## src/rtl/conv_window_sequencer_if.sv

```systemverilog
// Handshake/bus bundle between the window sequencer and the
// ROM / line_buffer / matrix_3x3 filter path.
interface conv_window_sequencer_if #(
  parameter int ADDR_W = 16
);
  logic              frame_start;
  logic              row_req;
  logic              fifo_rst_busy;
  logic              rom_rd_en;
  logic [ADDR_W-1:0] rom_addr;
  logic              buffer_valid_in;
  logic              rd_en_all;
  logic              rst_fifo;
  logic              matrix_valid_in;
  logic              busy;
  logic              frame_done;
  logic              row_miss;

  modport master (
    input  frame_start,
    input  row_req,
    input  fifo_rst_busy,
    output rom_rd_en,
    output rom_addr,
    output buffer_valid_in,
    output rd_en_all,
    output rst_fifo,
    output matrix_valid_in,
    output busy,
    output frame_done,
    output row_miss
  );

  modport slave (
    output frame_start,
    output row_req,
    output fifo_rst_busy,
    input  rom_rd_en,
    input  rom_addr,
    input  buffer_valid_in,
    input  rd_en_all,
    input  rst_fifo,
    input  matrix_valid_in,
    input  busy,
    input  frame_done,
    input  row_miss
  );
endinterface

```

## src/rtl/conv_window_sequencer.sv

```systemverilog
// Frame controller: flush line FIFOs, preload three lines,
// then emit one filtered row per row request.
module conv_window_sequencer #(
  parameter int PIC_WIDTH  = 250,
  parameter int PIC_HEIGHT = 250,
  parameter int ADDR_W     = 16,
  parameter int RST_CYCLES = 4
) (
  input  logic                    lcd_pclk,
  input  logic                    rst,
  conv_window_sequencer_if.master bus
);

  typedef enum logic [2:0] {
    S_IDLE,
    S_FIFO_RST,
    S_WAIT_BUSY,
    S_PRELOAD,
    S_WAIT_ROW,
    S_ROW,
    S_DONE
  } state_t;

  localparam int PIX_W = $clog2(PIC_WIDTH);
  localparam int ROW_W = $clog2(PIC_HEIGHT - 2);
  localparam int RST_W = $clog2(RST_CYCLES + 1);

  localparam logic [PIX_W-1:0]  PIX_LAST = PIX_W'(PIC_WIDTH - 1);
  localparam logic [ROW_W-1:0]  ROW_LAST = ROW_W'(PIC_HEIGHT - 3);
  localparam logic [RST_W-1:0]  RST_LAST = RST_W'(RST_CYCLES - 1);
  localparam logic [ADDR_W-1:0] PRE_LAST = ADDR_W'(3 * PIC_WIDTH - 1);

  state_t            state_q, state_d;
  logic [ADDR_W-1:0] addr_q, addr_d;
  logic [PIX_W-1:0]  pix_q, pix_d;
  logic [ROW_W-1:0]  row_q, row_d;
  logic [RST_W-1:0]  rcnt_q, rcnt_d;
  logic              bvi_q, bvi_d;
  logic              mvi_q, mvi_d;
  logic              miss_q, miss_d;

  logic rd;
  logic rden;
  logic rstf;
  logic done;

  // Next-state logic and per-state strobes.
  always_comb begin
    state_d = state_q;
    addr_d  = addr_q;
    pix_d   = pix_q;
    row_d   = row_q;
    rcnt_d  = rcnt_q;
    rd      = 1'b0;
    rden    = 1'b0;
    rstf    = 1'b1;
    done    = 1'b0;
    miss_d  = bus.row_req && (state_q != S_WAIT_ROW);

    unique case (state_q)
      S_IDLE: begin
        if (bus.frame_start) begin
          state_d = S_FIFO_RST;
          addr_d  = '0;
          rcnt_d  = '0;
          row_d   = '0;
        end
      end
      S_FIFO_RST: begin
        rstf = 1'b0;
        if (rcnt_q == RST_LAST) begin
          state_d = S_WAIT_BUSY;
        end else begin
          rcnt_d = rcnt_q + 1'b1;
        end
      end
      S_WAIT_BUSY: begin
        if (!bus.fifo_rst_busy) begin
          state_d = S_PRELOAD;
        end
      end
      S_PRELOAD: begin
        // A busy FIFO stalls the stream in place: no read, no advance.
        if (!bus.fifo_rst_busy) begin
          rd     = 1'b1;
          addr_d = addr_q + 1'b1;
          if (addr_q == PRE_LAST) begin
            state_d = S_WAIT_ROW;
          end
        end
      end
      S_WAIT_ROW: begin
        if (bus.row_req) begin
          state_d = S_ROW;
          pix_d   = '0;
        end
      end
      S_ROW: begin
        rden = 1'b1;
        // The last output row has no further ROM line to stream in.
        if (row_q < ROW_LAST) begin
          rd     = 1'b1;
          addr_d = addr_q + 1'b1;
        end
        if (pix_q == PIX_LAST) begin
          if (row_q == ROW_LAST) begin
            state_d = S_DONE;
          end else begin
            row_d   = row_q + 1'b1;
            state_d = S_WAIT_ROW;
          end
        end else begin
          pix_d = pix_q + 1'b1;
        end
      end
      S_DONE: begin
        done    = 1'b1;
        state_d = S_IDLE;
      end
      default: begin
        state_d = S_IDLE;
      end
    endcase

    bvi_d = rd;
    mvi_d = rden;
  end

  // State, counters and one-cycle-delayed strobes.
  always_ff @(posedge lcd_pclk or posedge rst) begin
    if (rst) begin
      state_q <= S_IDLE;
      addr_q  <= '0;
      pix_q   <= '0;
      row_q   <= '0;
      rcnt_q  <= '0;
      bvi_q   <= 1'b0;
      mvi_q   <= 1'b0;
      miss_q  <= 1'b0;
    end else begin
      state_q <= state_d;
      addr_q  <= addr_d;
      pix_q   <= pix_d;
      row_q   <= row_d;
      rcnt_q  <= rcnt_d;
      bvi_q   <= bvi_d;
      mvi_q   <= mvi_d;
      miss_q  <= miss_d;
    end
  end

  assign bus.rom_rd_en       = rd;
  assign bus.rom_addr        = addr_q;
  assign bus.buffer_valid_in = bvi_q;
  assign bus.rd_en_all       = rden;
  assign bus.rst_fifo        = rstf;
  assign bus.matrix_valid_in = mvi_q;
  assign bus.busy            = (state_q != S_IDLE);
  assign bus.frame_done      = done;
  assign bus.row_miss        = miss_q;

endmodule
```

## src/flat_wrapper.sv

```systemverilog
// flat-port wrapper written by rule: the top's interface ports become plain ports
module conv_window_sequencer_flat 
#(
  parameter int PIC_WIDTH  = 250,
  parameter int PIC_HEIGHT = 250,
  parameter int ADDR_W     = 16,
  parameter int RST_CYCLES = 4
)
  (lcd_pclk, rst, bus_frame_start, bus_row_req, bus_fifo_rst_busy, bus_rom_rd_en, bus_rom_addr, bus_buffer_valid_in, bus_rd_en_all, bus_rst_fifo, bus_matrix_valid_in, bus_busy, bus_frame_done, bus_row_miss);
  conv_window_sequencer_if #(.ADDR_W(ADDR_W)) bus_i ();
  input  logic lcd_pclk;
  input  logic rst;
  input wire logic [$bits(bus_i.frame_start)-1:0] bus_frame_start;
  input wire logic [$bits(bus_i.row_req)-1:0] bus_row_req;
  input wire logic [$bits(bus_i.fifo_rst_busy)-1:0] bus_fifo_rst_busy;
  output wire logic [$bits(bus_i.rom_rd_en)-1:0] bus_rom_rd_en;
  output wire logic [$bits(bus_i.rom_addr)-1:0] bus_rom_addr;
  output wire logic [$bits(bus_i.buffer_valid_in)-1:0] bus_buffer_valid_in;
  output wire logic [$bits(bus_i.rd_en_all)-1:0] bus_rd_en_all;
  output wire logic [$bits(bus_i.rst_fifo)-1:0] bus_rst_fifo;
  output wire logic [$bits(bus_i.matrix_valid_in)-1:0] bus_matrix_valid_in;
  output wire logic [$bits(bus_i.busy)-1:0] bus_busy;
  output wire logic [$bits(bus_i.frame_done)-1:0] bus_frame_done;
  output wire logic [$bits(bus_i.row_miss)-1:0] bus_row_miss;
  assign bus_i.frame_start = bus_frame_start;
  assign bus_i.row_req = bus_row_req;
  assign bus_i.fifo_rst_busy = bus_fifo_rst_busy;
  assign bus_rom_rd_en = bus_i.rom_rd_en;
  assign bus_rom_addr = bus_i.rom_addr;
  assign bus_buffer_valid_in = bus_i.buffer_valid_in;
  assign bus_rd_en_all = bus_i.rd_en_all;
  assign bus_rst_fifo = bus_i.rst_fifo;
  assign bus_matrix_valid_in = bus_i.matrix_valid_in;
  assign bus_busy = bus_i.busy;
  assign bus_frame_done = bus_i.frame_done;
  assign bus_row_miss = bus_i.row_miss;
  conv_window_sequencer #(.PIC_WIDTH(PIC_WIDTH), .PIC_HEIGHT(PIC_HEIGHT), .ADDR_W(ADDR_W), .RST_CYCLES(RST_CYCLES)) u_core (.lcd_pclk(lcd_pclk), .rst(rst), .bus(bus_i));
endmodule
```

## config.mk

```make
export PLATFORM = sky130hd
export DESIGN_NAME = conv_window_sequencer_flat
export DESIGN_NICKNAME = d
export VERILOG_FILES = /design/src/rtl/conv_window_sequencer_if.sv /design/src/rtl/conv_window_sequencer.sv /design/src/flat_wrapper.sv
export SDC_FILE = /design/constraint.sdc
export NUM_CORES = 1
export LEC_CHECK = 0
export CAP_MARGIN = 20
export CORE_ASPECT_RATIO = 0.75
export CORE_MARGIN = 3
export CORE_UTILIZATION = 60
export CTS_CLUSTER_DIAMETER = 120
export DETAILED_ROUTE_END_ITERATION = 10
export PLACE_DENSITY = 0.91
export SETUP_SLACK_MARGIN = 0.5
export SYNTH_ARGS = -nofsm -noshare
export SYNTH_HDL_FRONTEND = slang
export SYNTH_SLANG_ARGS = --single-unit
```

## constraint.sdc

```tcl
create_clock -name lcd_pclk -period 4.5 [get_ports lcd_pclk]
set_clock_uncertainty 0.2 [all_clocks]
set_input_delay 0.675 -clock lcd_pclk [delete_from_list [all_inputs] [get_ports lcd_pclk]]
set_output_delay 0.675 -clock lcd_pclk [all_outputs]
set_load 0.02 [all_outputs]
```

==> impl_metrics.json <==
{
  "status": "completed",
  "multi_input_area_um2": 1390,
  "cts_tree": "done",
  "cellPowerDensity_nw_per_um2": 420,
  "routed_via_density": 6.61,
  "avgSynthCellArea_um2": 9.38,
  "synth_cell_type_count": 59,
  "period_needed_ps": 3770,
  "start_util_pct": 65.3,
  "worstSkewPairLatency_ps": 290,
  "grt_pass1_vias": 2010,
  "cp_data_required_time_ps": 3620,
  "arrival_ps": 2900,
  "synthCells": 268,
  "ant_nets": 0,
  "dpl.hpwl_mm": 4.34,
  "end_kind": "output port",
  "core_um2": 3850,
  "ys.warnings.count": 0,
  "async_flop_share_pct": 100,
  "antenna_cells": 0,
  "cp-start-kind": "input pin",
  "power_frac_seq_pct": 42.8,
  "ctsHoldBuffers": 0,
  "grt_max_degree": 42,
  "syn_nets": 280,
  "grt_overflow": 0,
  "drv_slew": 0,
  "ys_seq_area_share_pct": 40.8,
  "num_rows": 19,
  "seq_area_um2": 1030,
  "p_sw_w": 0.000440,
  "num-fill-cells": 271,
  "hp-start": "u_core.rcnt_q[2]$_DFFE_PP0P_",
  "min_to": "u_core.rcnt_q[2]$_DFFE_PP0P_",
  "clk_pin_slew_ps": 80,
  "dr.pass1.iters": 6,
  "numCtsBuffers": 5,
  "cts_root_buf": "clkbuf_8",
  "combPwrFrac_pct": 28.9,
  "r2r_start": "u_core.state_q[2]$_DFFE_PP0P_",
  "clock-sinks": 41,
  "worst_pin_slew_ps": 816,
  "die_w_um": 80.7,
  "internal-power_w": 0.000806,
  "vias": 2302,
  "whs_path_depth": 2,
  "finalNetCount": 307,
  "max_slew_margin_pct": 45.3,
  "pwr-share-clk_pct": 28.3,
  "area_delta_synth_final_pct": 18.0,
  "die_y_um": 62.1,
  "finalSetupViolations": 0,
  "place.gp.congestion": 0.950,
  "dieArea_um2": 5010,
  "netlist_area_um2": 2510,
  "drt_wl_total_mm": 6.05,
  "cts_max_level": 2,
  "wl_per_cell_um": 17.4,
  "synth_top_area_cell": "dfrtp_1",
  "max_freq_ghz": 0.265,
  "yosys_register_bits": 41,
  "io_buffers": 28,
  "synth_ff_type": "dfrtp_1",
  "r2r_setup_slack_ps": 1970,
  "track_usage_pct": 26.4,
  "grt_pass1_wl_mm": 10.0,
  "tns_ps": 0,
  "drtIter0Drc": 292,
  "antenna_found_initial": 0,
  "synth_most_common_cell": "dfrtp_1",
  "hold_viol": 0,
  "netSwitchingFraction_pct": 35.3,
  "path_class": "in -> out",
  "synth_top_area_share_pct": 40.8,
  "synth_area_leaders": "dfrtp_1, nand2_1, ha_1",
  "leakagePower_nw": 1.21,
  "whs_ps": 328,
  "io_pins": 29,
  "cap_violations": 0,
  "yosys-top-cells-count": "dfrtp_1, nand2_1, nor2_1",
  "path_max_fanout": 10,
  "timing.final.crit_share_pct": 83.8,
  "r2r_end": "u_core.bus.rom_addr[5]$_DFFE_PP0P_",
  "worstHoldPathType": "reg -> reg",
  "grt_setup_unrepaired": "false",
  "ir_drop_uv": 283,
  "cts_buffer_depth": 2,
  "synth-edff-count": 0,
  "drc_errors": 0,
  "reg2regPathDepth": 6,
  "drive_gt1_share_pct": 8.11
}
[area by class of cell]
class                   instances  share of cell area (%)
multi-input cells             206                    47.0
flip-flops and latches         41                    34.7
repair buffers                 31                    10.2
clock buffers                   5                    2.32
clock inverters                 3                    2.19
well taps                      52                    2.19
inverters                      10                    1.39
[worst max-delay path by stage]
| stage | startpoint | endpoint | slack, ps | depth (start not counted) |
|---|---|---|---|---|
| after floorplan | bus_frame_start | bus_rom_rd_en | 1990 | 4 |
| after global placement | bus_frame_start | bus_rom_rd_en | 790 | 6 |
| after detailed placement | bus_frame_start | bus_rom_rd_en | 770 | 6 |
| after CTS | u_core.state_q[2]$_DFFE_PP0P_ | bus_rom_rd_en | 530 | 6 |
| after global routing | u_core.state_q[2]$_DFFE_PP0P_ | bus_rom_rd_en | 600 | 6 |
| final | bus_frame_start | bus_rom_rd_en | 730 | 6 |
[layout by cell type, fill, tap and decap left out, types with 3 or more instances in the layout]
cell type	Yosys	routed
a211o_1	3	3
a21o_1	3	3
a21oi_1	10	10
a22o_1	8	8
a22oi_1	3	3
a31oi_1	6	6
and3_1	5	5
and4_1	3	3
buf_4	0	3
clkbuf_8	0	5
clkdlybuf4s50_1	0	28
dfrtp_1	41	39
ha_1	7	7
inv_1	9	8
mux2i_1	3	3
nand2_1	24	24
nand2b_1	8	8
nand3_1	12	12
nand4_1	9	9
nor2_1	18	18
nor3_1	6	6
nor3b_1	3	3
nor4_1	5	5
o21a_1	3	3
o21ai_0	9	9
o22ai_1	8	8
o31ai_1	4	4
or4_1	3	3
xnor2_1	4	4
[critical path: stages]
cell	delay (ps)
clkdlybuf4s50_1	520
or3b_4	410
a21oi_4	290
o21ai_2	190
inv_2	180
clkdlybuf4s50_1	630
[registers in the layout (all words and copies together) (netlist names)]
| signal | cells |
|---|---|
| u_core.pix_q | 8 |
| u_core.row_q | 8 |
| u_core.bus.buffer_valid_in | 1 |
| u_core.state_q | 3 |
| u_core.bus.rom_addr | 16 |
| u_core.bus.row_miss | 1 |
| u_core.rcnt_q | 3 |
| u_core.bus.matrix_valid_in | 1 |
[what timing repair did]
action	4_1_cts	5_1_grt
buffers inserted	0	0
setup endpoints to repair	0	1
gates resized for setup	0	3
[kinds of logic after synthesis]
kind of cell               share of synthesized area [%]
AOI/OAI and AO/OA                                   22.7
xor gates and xnor gates                            2.09
adders and majority gates                           3.48
buffers and inverters                               3.73
DFF                                                 40.8
muxes                                               1.64
and+or+nand+nor                                     25.5
[layer usage]
layer	track usage, %	part of all wire [%]	up-vias	wire length [µm]
li1	-	-	1085	-
met1	40.0	48	1094	2880
met2	37.3	43	112	2590
met3	6.77	8.6	11	521
met4	6.99	1.1	0	66
met5	0	0	-	0
[stage by stage]
step	setup slack [ps]	utilization [%]	cells	instance area, µm²	power, W
6_report	727	77.0	348	2970	0.00125
5_1_grt	602	77.0	348	2970	0.00131
4_1_cts	525	76.8	348	2960	0.00124
3_5_place_dp	768	73.4	340	2830	0.000887
3_3_place_gp	793	73.4	340	2830	0.000872
2_1_floorplan	1990	-	268	2510	0.000749
[power groups by stage]
stage          logic (W)  clock network (W)  registers [W]
2_1_floorplan   0.000212                  0       0.000538
6_report        0.000360           0.000352       0.000534
3_5_place_dp    0.000353                  0       0.000534
5_1_grt         0.000394           0.000376       0.000545
4_1_cts         0.000357           0.000355       0.000529
3_3_place_gp    0.000341                  0       0.000530
Power figures use the tool's default switching activity.
